--- src/rtl/eu_xbuf_wr_arb_if.sv ---
// eu_xbuf_wr_arb_if -- bundles the writer request bus and the single
// eu_xbuf input port that the write arbiter shares between them.
// ADDR_W / DATA_W are the widths of type_exec_unit_addr / type_exec_unit_data.
// The master modport is taken by the arbiter; the slave modport is taken by
// whatever drives the writers and models the eu_xbuf input port.
interface eu_xbuf_wr_arb_if #(
  parameter int NUM_REQ = 4,
  parameter int ADDR_W  = 32,
  parameter int DATA_W  = 64
);
  logic [NUM_REQ-1:0]        wr_valid_i;
  logic [NUM_REQ*ADDR_W-1:0] wr_addr_i;
  logic [NUM_REQ*DATA_W-1:0] wr_data_i;
  logic [NUM_REQ-1:0]        wr_grant_o;
  logic [ADDR_W-1:0]         xbuf_addr_o;
  logic [DATA_W-1:0]         xbuf_data_o;
  logic                      xbuf_valid_o;
  logic                      xbuf_success_i;

  modport master (
    input  wr_valid_i, wr_addr_i, wr_data_i, xbuf_success_i,
    output wr_grant_o, xbuf_addr_o, xbuf_data_o, xbuf_valid_o
  );

  modport slave (
    output wr_valid_i, wr_addr_i, wr_data_i, xbuf_success_i,
    input  wr_grant_o, xbuf_addr_o, xbuf_data_o, xbuf_valid_o
  );
endinterface

--- src/rtl/eu_xbuf_wr_arb.sv ---
// eu_xbuf_wr_arb -- round-robin arbiter that lets NUM_REQ writers share one
// eu_xbuf input port. An owner is held until its entry is accepted, its
// request drops, or it stalls STALL_LIMIT cycles, after which a one-cycle
// BACKOFF hands the port to the next writer so nobody can lock it.
// Optional feature macro: EU_XBUF_ARB_STATS_EN adds grant/abort counters.
module eu_xbuf_wr_arb #(
  parameter int NUM_REQ     = 4,
  parameter int STALL_LIMIT = 7,
  parameter int ADDR_W      = 32,
  parameter int DATA_W      = 64
) (
  input  logic clk,
  input  logic reset,
`ifdef EU_XBUF_ARB_STATS_EN
  output logic [15:0] grant_cnt_o,
  output logic [15:0] abort_cnt_o,
`endif
  eu_xbuf_wr_arb_if.master bus
);

  localparam int IDX_W = (NUM_REQ > 1) ? $clog2(NUM_REQ) : 1;

  typedef enum logic [1:0] {
    ST_IDLE    = 2'd0,
    ST_HOLD    = 2'd1,
    ST_BACKOFF = 2'd2
  } state_t;

  state_t           state_r, state_s;
  logic [IDX_W-1:0] sel_r, sel_s;
  logic [IDX_W-1:0] rr_ptr_r, rr_ptr_s;
  logic [7:0]       stall_cnt_r, stall_cnt_s;

  logic [NUM_REQ-1:0] grant_s;
  logic               valid_s;
  logic [IDX_W:0]     pick_idle_s;
  logic [IDX_W:0]     pick_next_s;
  logic [NUM_REQ-1:0] others_s;
  logic [IDX_W-1:0]   sel_inc_s;

  // Next index after idx, wrapping at NUM_REQ.
  function automatic logic [IDX_W-1:0] idx_inc(input logic [IDX_W-1:0] idx);
    if (int'(idx) == NUM_REQ - 1) begin
      return '0;
    end else begin
      return idx + IDX_W'(1);
    end
  endfunction

  // First set bit searching upward from start with wrap; MSB = found flag.
  function automatic logic [IDX_W:0] rr_pick(input logic [NUM_REQ-1:0] vec,
                                             input logic [IDX_W-1:0]   start);
    logic [IDX_W:0] res;
    int             j;
    res = '0;
    for (int i = NUM_REQ - 1; i >= 0; i--) begin
      j = (int'(start) + i) % NUM_REQ;
      if (vec[j]) begin
        res = {1'b1, IDX_W'(j)};
      end
    end
    return res;
  endfunction

  // Candidate selections for IDLE entry and for back-to-back handover.
  always_comb begin
    sel_inc_s   = idx_inc(sel_r);
    others_s    = bus.wr_valid_i & ~(NUM_REQ'(1) << sel_r);
    pick_idle_s = rr_pick(bus.wr_valid_i, rr_ptr_r);
    pick_next_s = rr_pick(others_s, sel_inc_s);
  end

  // Next-state logic and combinational valid/grant outputs.
  always_comb begin
    state_s     = state_r;
    sel_s       = sel_r;
    rr_ptr_s    = rr_ptr_r;
    stall_cnt_s = stall_cnt_r;
    grant_s     = '0;
    valid_s     = 1'b0;
    case (state_r)
      ST_IDLE: begin
        if (pick_idle_s[IDX_W]) begin
          sel_s   = pick_idle_s[IDX_W-1:0];
          state_s = ST_HOLD;
        end else begin
          state_s = ST_IDLE;
        end
      end
      ST_HOLD: begin
        valid_s = bus.wr_valid_i[sel_r];
        if (!bus.wr_valid_i[sel_r]) begin
          // Owner withdrew: release without grant, keep the rotation point.
          stall_cnt_s = 8'd0;
          state_s     = ST_IDLE;
        end else if (bus.xbuf_success_i) begin
          grant_s[sel_r] = 1'b1;
          rr_ptr_s       = sel_inc_s;
          stall_cnt_s    = 8'd0;
          if (pick_next_s[IDX_W]) begin
            sel_s   = pick_next_s[IDX_W-1:0];
            state_s = ST_HOLD;
          end else begin
            state_s = ST_IDLE;
          end
        end else if (stall_cnt_r == 8'(STALL_LIMIT - 1)) begin
          // Owner blocked too long: skip past it so others get a turn.
          rr_ptr_s    = sel_inc_s;
          stall_cnt_s = 8'd0;
          state_s     = ST_BACKOFF;
        end else begin
          stall_cnt_s = stall_cnt_r + 8'd1;
        end
      end
      ST_BACKOFF: begin
        state_s = ST_IDLE;
      end
      default: begin
        state_s     = ST_IDLE;
        sel_s       = '0;
        rr_ptr_s    = '0;
        stall_cnt_s = 8'd0;
      end
    endcase
  end

  // Arbiter state registers.
  always_ff @(posedge clk or posedge reset) begin
    if (reset) begin
      state_r     <= ST_IDLE;
      sel_r       <= '0;
      rr_ptr_r    <= '0;
      stall_cnt_r <= 8'd0;
    end else begin
      state_r     <= state_s;
      sel_r       <= sel_s;
      rr_ptr_r    <= rr_ptr_s;
      stall_cnt_r <= stall_cnt_s;
    end
  end

  // Drive the shared port from the current owner's slice.
  always_comb begin
    bus.xbuf_valid_o = valid_s & ~reset;
    bus.wr_grant_o   = grant_s & {NUM_REQ{~reset}};
    bus.xbuf_addr_o  = bus.wr_addr_i[sel_r*ADDR_W +: ADDR_W];
    bus.xbuf_data_o  = bus.wr_data_i[sel_r*DATA_W +: DATA_W];
  end

`ifdef EU_XBUF_ARB_STATS_EN
  logic [15:0] grant_cnt_r, abort_cnt_r;

  // Wrapping counters of accepted transfers and stall aborts.
  always_ff @(posedge clk or posedge reset) begin
    if (reset) begin
      grant_cnt_r <= 16'd0;
      abort_cnt_r <= 16'd0;
    end else begin
      if (|grant_s) begin
        grant_cnt_r <= grant_cnt_r + 16'd1;
      end
      if ((state_r == ST_HOLD) && (state_s == ST_BACKOFF)) begin
        abort_cnt_r <= abort_cnt_r + 16'd1;
      end
    end
  end

  assign grant_cnt_o = grant_cnt_r;
  assign abort_cnt_o = abort_cnt_r;
`endif

endmodule

--- src/flat_wrapper.sv ---
// flat-port wrapper written by rule: the top's interface ports become plain ports
module eu_xbuf_wr_arb_flat 
#(
  parameter int NUM_REQ     = 4,
  parameter int STALL_LIMIT = 7,
  parameter int ADDR_W      = 32,
  parameter int DATA_W      = 64
)
  (clk, reset, bus_wr_valid_i, bus_wr_addr_i, bus_wr_data_i, bus_xbuf_success_i, bus_wr_grant_o, bus_xbuf_addr_o, bus_xbuf_data_o, bus_xbuf_valid_o);
  eu_xbuf_wr_arb_if #(.NUM_REQ(NUM_REQ), .ADDR_W(ADDR_W), .DATA_W(DATA_W)) bus_i ();
  input  logic clk;
  input  logic reset;
  input wire logic [$bits(bus_i.wr_valid_i)-1:0] bus_wr_valid_i;
  input wire logic [$bits(bus_i.wr_addr_i)-1:0] bus_wr_addr_i;
  input wire logic [$bits(bus_i.wr_data_i)-1:0] bus_wr_data_i;
  input wire logic [$bits(bus_i.xbuf_success_i)-1:0] bus_xbuf_success_i;
  output wire logic [$bits(bus_i.wr_grant_o)-1:0] bus_wr_grant_o;
  output wire logic [$bits(bus_i.xbuf_addr_o)-1:0] bus_xbuf_addr_o;
  output wire logic [$bits(bus_i.xbuf_data_o)-1:0] bus_xbuf_data_o;
  output wire logic [$bits(bus_i.xbuf_valid_o)-1:0] bus_xbuf_valid_o;
  assign bus_i.wr_valid_i = bus_wr_valid_i;
  assign bus_i.wr_addr_i = bus_wr_addr_i;
  assign bus_i.wr_data_i = bus_wr_data_i;
  assign bus_i.xbuf_success_i = bus_xbuf_success_i;
  assign bus_wr_grant_o = bus_i.wr_grant_o;
  assign bus_xbuf_addr_o = bus_i.xbuf_addr_o;
  assign bus_xbuf_data_o = bus_i.xbuf_data_o;
  assign bus_xbuf_valid_o = bus_i.xbuf_valid_o;
  eu_xbuf_wr_arb #(.NUM_REQ(NUM_REQ), .STALL_LIMIT(STALL_LIMIT), .ADDR_W(ADDR_W), .DATA_W(DATA_W)) u_core (.clk(clk), .reset(reset), .bus(bus_i));
endmodule
--- config.mk ---
export PLATFORM = sky130hd
export DESIGN_NAME = eu_xbuf_wr_arb_flat
export DESIGN_NICKNAME = d
export VERILOG_FILES = /design/src/rtl/eu_xbuf_wr_arb_if.sv /design/src/rtl/eu_xbuf_wr_arb.sv /design/src/flat_wrapper.sv
export SDC_FILE = /design/constraint.sdc
export NUM_CORES = 1
export LEC_CHECK = 0
export ABC_AREA = 1
export CAP_MARGIN = 10
export CELL_PAD_IN_SITES_DETAIL_PLACEMENT = 1
export CELL_PAD_IN_SITES_GLOBAL_PLACEMENT = 2
export CORE_MARGIN = 2
export CORE_UTILIZATION = 10
export DETAILED_ROUTE_END_ITERATION = 7
export PLACE_DENSITY = 0.92
export SYNTH_ARGS = -nofsm -noshare
export SYNTH_HDL_FRONTEND = slang
export SYNTH_SLANG_ARGS = --single-unit
--- constraint.sdc ---
create_clock -name clk -period 2.15 [get_ports clk]
set_clock_uncertainty 0.1 [all_clocks]
set_input_delay 0.3225 -clock clk [delete_from_list [all_inputs] [get_ports clk]]
set_output_delay 0.3225 -clock clk [all_outputs]
set_load 0.05 [all_outputs]
==> reports/results.tsv, run 1 <==
stage	metric	value	unit
floorplanning	io_pins	492	
yosys	synthesis.area	3870	sq um
route	firstDrtPassIters	5	
worst_setup_path	cp-start-kind	flop	
cts	numCtsBuffers	3	
global_route	grt-ovfl-total	0	
sta	fmax	0.438	GHz
worst_setup_path	reg2reg_slack	0.05	ns
worst_setup_path	rr_worst_depth	13	
global_route	antenna_found_initial	2	
worst_setup_path	r2r-end	u_core.sel_r[0]	
power	p_leak	4.60	nW
job	max_cap_violations	0	
route	met3_length	2230	um
yosys	synth_top_flop_cell	dfrtp_1	
cts	clockBufferDepth	2	
hold_path	min_to	u_core.stall_cnt_r[0]	
sta	slew_viol_final	0	
global_route	grt_max_degree	90	
hold_path	min_from	u_core.stall_cnt_r[0]	
floorplanning	dieHeight	201	um
cts	holdBufCountCts	0	
worst_setup_path	r2r-start	u_core.sel_r[0]	
finish	area_growth	202	%
worst_setup_path	cp_data_arrival_time	1.86	ns
yosys	synth.distinct_cells	33	
route	wl_met2	17000	um
route	drt_first_iter_violations	290	
floorplanning	die_area	40300	sq um
floorplanning	rows	72	
finish	final_layout_size_suffix_gt1_share	25.4	%
placed_design	place_congestion	0.932	
yosys	synth_nets	1141	
outcome	violations	setup timing	
worst_setup_path	critPathCaptureType	output pin	
floorplanning	start_util	10.1	%
floorplanning	die_w	201	um
route	top_layer_used	met5	
global_route	grt_pass1_wl	48400	um
sta	slew_headroom	60.1	%
yosys	ys_warn_count	0	
worst_setup_path	critPathKind	reg2out	
cts	ctsHtreeMaxLevel	1	
placed_design	hpwl	27500	um
sta	tightest_slew	0.598	ns
placed_design	place_area	11300	sq um
worst_setup_path	cp.required	1.73	ns
route	wl	34100	um
route	wl_met1	13500	um
hold_path	hold_path_class	reg2reg	
route	ant_nets	0	
finish	postLayoutCoreUtil	30.4	%
placed_design	io_buffers	491	
route	vias	7487	
yosys	ys_ff_latch	14	
placed_design	place_ws	-0.0647	ns
sta	hold_viol	0	
sta	fin_crit_sh	106	%
sta	fin_ws	-0.133	ns
worst_setup_path	critical_path.cell_chain	inv_12 > buf_16 > buf_12 > o21ai_0 > o22ai_2 > buf_12	
floorplanning	core_area	38500	sq um
cts	clk_latency	0.25	ns
route	vias_per_cell	4.28	
sta	min_period	2.28	ns
yosys	ys_seq_area_share	9.04	%
power	vdd_drop_max	0.694	mV
yosys	async_reset_ff_share	100	%
sta	fin_tns_setup	-2.20	ns
route	wl_per_cell	19.5	um
worst_setup_path	cp_common_cell	buf_12	
global_route	grt_usage	15.3	%
route	remaining_drc_errors	0	
outcome	outcome	complete, but fails checks	
yosys	synth_area_per_cell	5.21	sq um
worst_setup_path	cp_slowest_cell	dfrtp_4	
cts	cts.sinks	14	
cts	clkSlewWorstSetupHoldPaths	0.05	ns
sta	rsz0062_at_grt	yes	
worst_setup_path	max_stage_delay	0.56	ns
worst_setup_path	crit_fanout	15	
sta	setup_violations	51	
cts	cts_root_buf	clkbuf_16	
yosys	synthCells	744	
yosys	synth_edf_count	0	
finish	fin_nets	1628	
hold_path	hold_depth	1	
cts	cts_tree	yes	
global_route	grt_pass1_vias	8146	
finish	design_area	11700	sq um
power	p_total	19.5	mW
power	power_density	1670	nW/um^2
==> routing by layer <==
layer / vias up / global-route usage (%)
li1: 3573 / -
met1: 3534 / 17.6
met3: 49 / 3.33
met2: 327 / 27.7
met4: 4 / 5.85
met5: - / 0.476
==> metrics by stage <==
stage	instances	hold WS, ns
2_1_floorplan	744	0.112
3_3_place_gp	1730	0.398
3_5_place_dp	1730	0.406
4_1_cts	1737	0.418
5_1_grt	1749	0.439
6_report	1749	0.422
==> power breakdown <==
group | switching [mW] | internal, mW | total (mW)
Sequential | 0.113 | 0.337 | 0.450
Clock | 0.123 | 0.283 | 0.406
Combinational | 10.6 | 8.04 | 18.6
Total | 10.8 | 8.66 | 19.5
==> layout by cell type, fill, tap and decap left out, types with 4 or more instances in the layout <==
| cell type | n |
|---|---|
| clkdlybuf4s50_1 | 390 |
| nor2_1 | 187 |
| o21ai_0 | 139 |
| buf_12 | 111 |
| o22ai_2 | 96 |
| nand2_1 | 66 |
| o21ai_1 | 58 |
| buf_4 | 32 |
| inv_1 | 24 |
| nor2_2 | 18 |
| nand3_1 | 13 |
| dfrtp_1 | 12 |
| nor2_4 | 8 |
| o22ai_1 | 7 |
| clkbuf_16 | 6 |
| xor2_1 | 5 |
| inv_2 | 5 |
| nand2_2 | 5 |
| buf_6 | 5 |
| a21oi_1 | 4 |
| ha_1 | 4 |
==> what timing repair did <==
action	CTS	global route
resized for setup	15	75
setup endpoints to repair	96	100
pin swaps	5	16
setup buffers	2	7
gates cloned	1	4
==> cell usage after synthesis (4+ instances only) <==
| cell type | n | area [sq um] |
|---|---|---|
| buf_2 | 15 | 75.1 |
| a21oi_1 | 5 | 25.0 |
| dfrtp_1 | 14 | 350 |
| o22ai_1 | 103 | 644 |
| nor2_1 | 206 | 773 |
| nand2_2 | 4 | 25.0 |
| inv_1 | 25 | 93.8 |
| nand3_1 | 13 | 65.1 |
| o21ai_0 | 192 | 961 |
| nand2_1 | 67 | 251 |
| xor2_1 | 5 | 43.8 |
| nor2_2 | 4 | 25.0 |
| o21ai_1 | 7 | 35.0 |
| inv_2 | 6 | 22.5 |
| ha_1 | 6 | 75.1 |
| clkbuf_1 | 44 | 165 |
==> critical path, delay by kind of cell (launching register included) <==
kind                   cells  cell delay, ns
AO/OA/AOI/OAI              2            0.39
buffers and inverters      4            0.62
flip-flops                 1            0.56
==> registers in the layout, summed over array words and instances (netlist names) <==
register            flops
u_core.stall_cnt_r      8
u_core.sel_r            2
u_core.state_r          2
u_core.rr_ptr_r         2
==> cell type report <==
type / count / area [sq um]
Sequential cell: 14 / 358
Antenna cell: 1 / 2.50
Inverter: 32 / 138
Timing Repair Buffer: 547 / 6640
Tap cell: 518 / 648
Clock buffer: 4 / 88.8
Multi-Input combinational cell: 633 / 3820
Fill cell: 4585 / 26800
==> cells by family (layout without fill, tap and decap cells) <==
logic type	Yosys count	in the layout	synth area share, %
AOI/OAI and AO/OA	313	313	44.2
and+or+nand+nor	308	308	32.8
buffers and inverters	97	583	10.7
DFF	14	14	9.04
adders and majority gates	6	6	1.94
xor gates and xnor gates	6	6	1.36
other	0	1	0
==> worst max path at each step <==
stage                           start                   to  slack (ns)  depth (start not counted)
floorplan             u_core.sel_r[0]    bus_wr_grant_o[0]       -0.12                         10
global placement    bus_wr_valid_i[2]    bus_wr_grant_o[3]       -0.04                         10
detailed placement  bus_wr_valid_i[2]    bus_wr_grant_o[3]       -0.06                         10
CTS                   u_core.sel_r[0]    bus_wr_grant_o[3]       -0.13                         10
global route          u_core.sel_r[0]  bus_xbuf_data_o[62]       -0.20                          6
finish                u_core.sel_r[0]  bus_xbuf_addr_o[29]       -0.13                          6
Note: power is estimated with default switching activity, not from simulation.
==> run 2, diff against run 1 <==
--- a/config.mk
+++ b/config.mk
@@ -11,6 +11,7 @@
 export CELL_PAD_IN_SITES_GLOBAL_PLACEMENT = 2
 export CORE_MARGIN = 2
 export CORE_UTILIZATION = 10
+export CTS_CLUSTER_SIZE = 25
 export DETAILED_ROUTE_END_ITERATION = 7
 export PLACE_DENSITY = 0.92
 export SYNTH_ARGS = -nofsm -noshare
==> results of run 2 <==
Same layout as run 1: the final DEF is identical, and so are final timing and power.
==> variant: new RTL, flow settings as in run 1 <==
`ADDR_W` is set to 32 in 3 places; all go to 64.
--- a/src/rtl/eu_xbuf_wr_arb_if.sv
+++ b/src/rtl/eu_xbuf_wr_arb_if.sv
@@ -6,5 +6,5 @@
 interface eu_xbuf_wr_arb_if #(
   parameter int NUM_REQ = 4,
-  parameter int ADDR_W  = 32,
+  parameter int ADDR_W  = 64,
   parameter int DATA_W  = 64
 );
--- a/src/rtl/eu_xbuf_wr_arb.sv
+++ b/src/rtl/eu_xbuf_wr_arb.sv
@@ -7,5 +7,5 @@
   parameter int NUM_REQ     = 4,
   parameter int STALL_LIMIT = 7,
-  parameter int ADDR_W      = 32,
+  parameter int ADDR_W      = 64,
   parameter int DATA_W      = 64
 ) (
--- a/src/flat_wrapper.sv
+++ b/src/flat_wrapper.sv
@@ -4,5 +4,5 @@
   parameter int NUM_REQ     = 4,
   parameter int STALL_LIMIT = 7,
-  parameter int ADDR_W      = 32,
+  parameter int ADDR_W      = 64,
   parameter int DATA_W      = 64
 )
Ports: changed (resized bus_wr_addr_i and bus_xbuf_addr_o); port bits go from 492 to 652. No check against the original RTL was run, so the function may have changed too.
==> variant against run 1 <==
- the flow still finishes with violations (negative setup slack)
- total power increased by 36%
- clock power is essentially flat
- setup slack lost 73 ps
- design area grew 31%
- hold slack lost 13 ps
- area after synthesis increased by 22%
- sequential cell count unchanged
- wire length increased by 45%
- critical endpoint is now bus_wr_grant_o[3]
==> variant: results (changes against run 1) <==
Timing
  – Setup ws final: -206 ps (-73.4 ps)
  – Final setup vio count: 130 (+150%)
  – Worst slew margin: 0.585 (-0.0163)
  – Worst hold slack: 410 ps (-12.5 ps)

Cells and area
  – Non-clk buf share: 0.588 (+0.0197)
  – Diode count: 2 (+1)
  – Fraction of area in multi-input gates: 0.323 (-0.00377)
  – Clock-cell share of area: 0.00581 (-0.00179)
  – Filler Cell Count: 5487 (+20%)
  – Repair and plain buffers: 723 (+32%)
  – Signal inverters: 34 (+6.3%)

Drt
  – Vias per cell: 4.46 (+4.1%)
  – Drt wl/cell: 22.7 um (+16%)
  – Routed metal-1 wirelength: 18800 um (+39%)
  – Met3 WL post-DR: 3270 um (+47%)
  – Metal2 WL: 26200 um (+54%)
  – Vias: 9710 (+30%)

GRT
  – Vias in the first global route: 10200 (+25%)
  – Met1 Usage GRT: 0.194 (+0.0182)

Power and ir drop
  – VDD IR max: 0.00104 V (+50%)
  – Leak: 5.99 nW (+30%)
  – Comb group: 25.6 mW (+38%)

Place
  – Place WS: -131 ps (-66.1 ps)
  – DP Area: 14300 um2 (+27%)
  – HPWL after DPL: 37600 um (+37%)

Synthesis
  – Synth Area in XOR/XNOR: 0.0111 (-0.00244)
  – Sequential fraction of the synthesis area: 0.0742 (-0.0162)
  – Synthesized instance count: 928 (+25%)
  – Adder-Cell Fraction of Synth Area: 0.0159 (-0.00348)
  – Post-Syn Nets: 1453 (+27%)

Run status
  – Failing checks: negative setup slack
  – Status: finished with violations

Die
  – Die span in x: 221 um (+10%)

Clock network
  – Resized Gates After CTS: 81 (+66)

Setup path
  – Crit-path max FO: 18 (+3)
  – Crit path DAT: 1930 ps (+70 ps)
-- variant: worst register-to-register path, cell delays in order (launching register included) --
cell,delay [ps]
dfrtp_4,570
inv_6,120
buf_4,120
ha_4,210
inv_1,120
nand2_1,70
nand2_1,100
nand2_1,80
nand2_1,120
nor2_4,50
nand3_2,80
nand4_1,150
nand2_1,120
nand2_1,60
-- variant: worst min path at each step --
stage                                     start               endpoint  depth (start not counted)
after floorplan                           reset     u_core.rr_ptr_r[0]                          1
after global placement    u_core.stall_cnt_r[0]  u_core.stall_cnt_r[0]                          1
after detailed placement  u_core.stall_cnt_r[0]  u_core.stall_cnt_r[0]                          1
after CTS                 u_core.stall_cnt_r[0]  u_core.stall_cnt_r[0]                          1
after global routing      u_core.stall_cnt_r[0]  u_core.stall_cnt_r[0]                          1
final                     u_core.stall_cnt_r[0]  u_core.stall_cnt_r[0]                          1
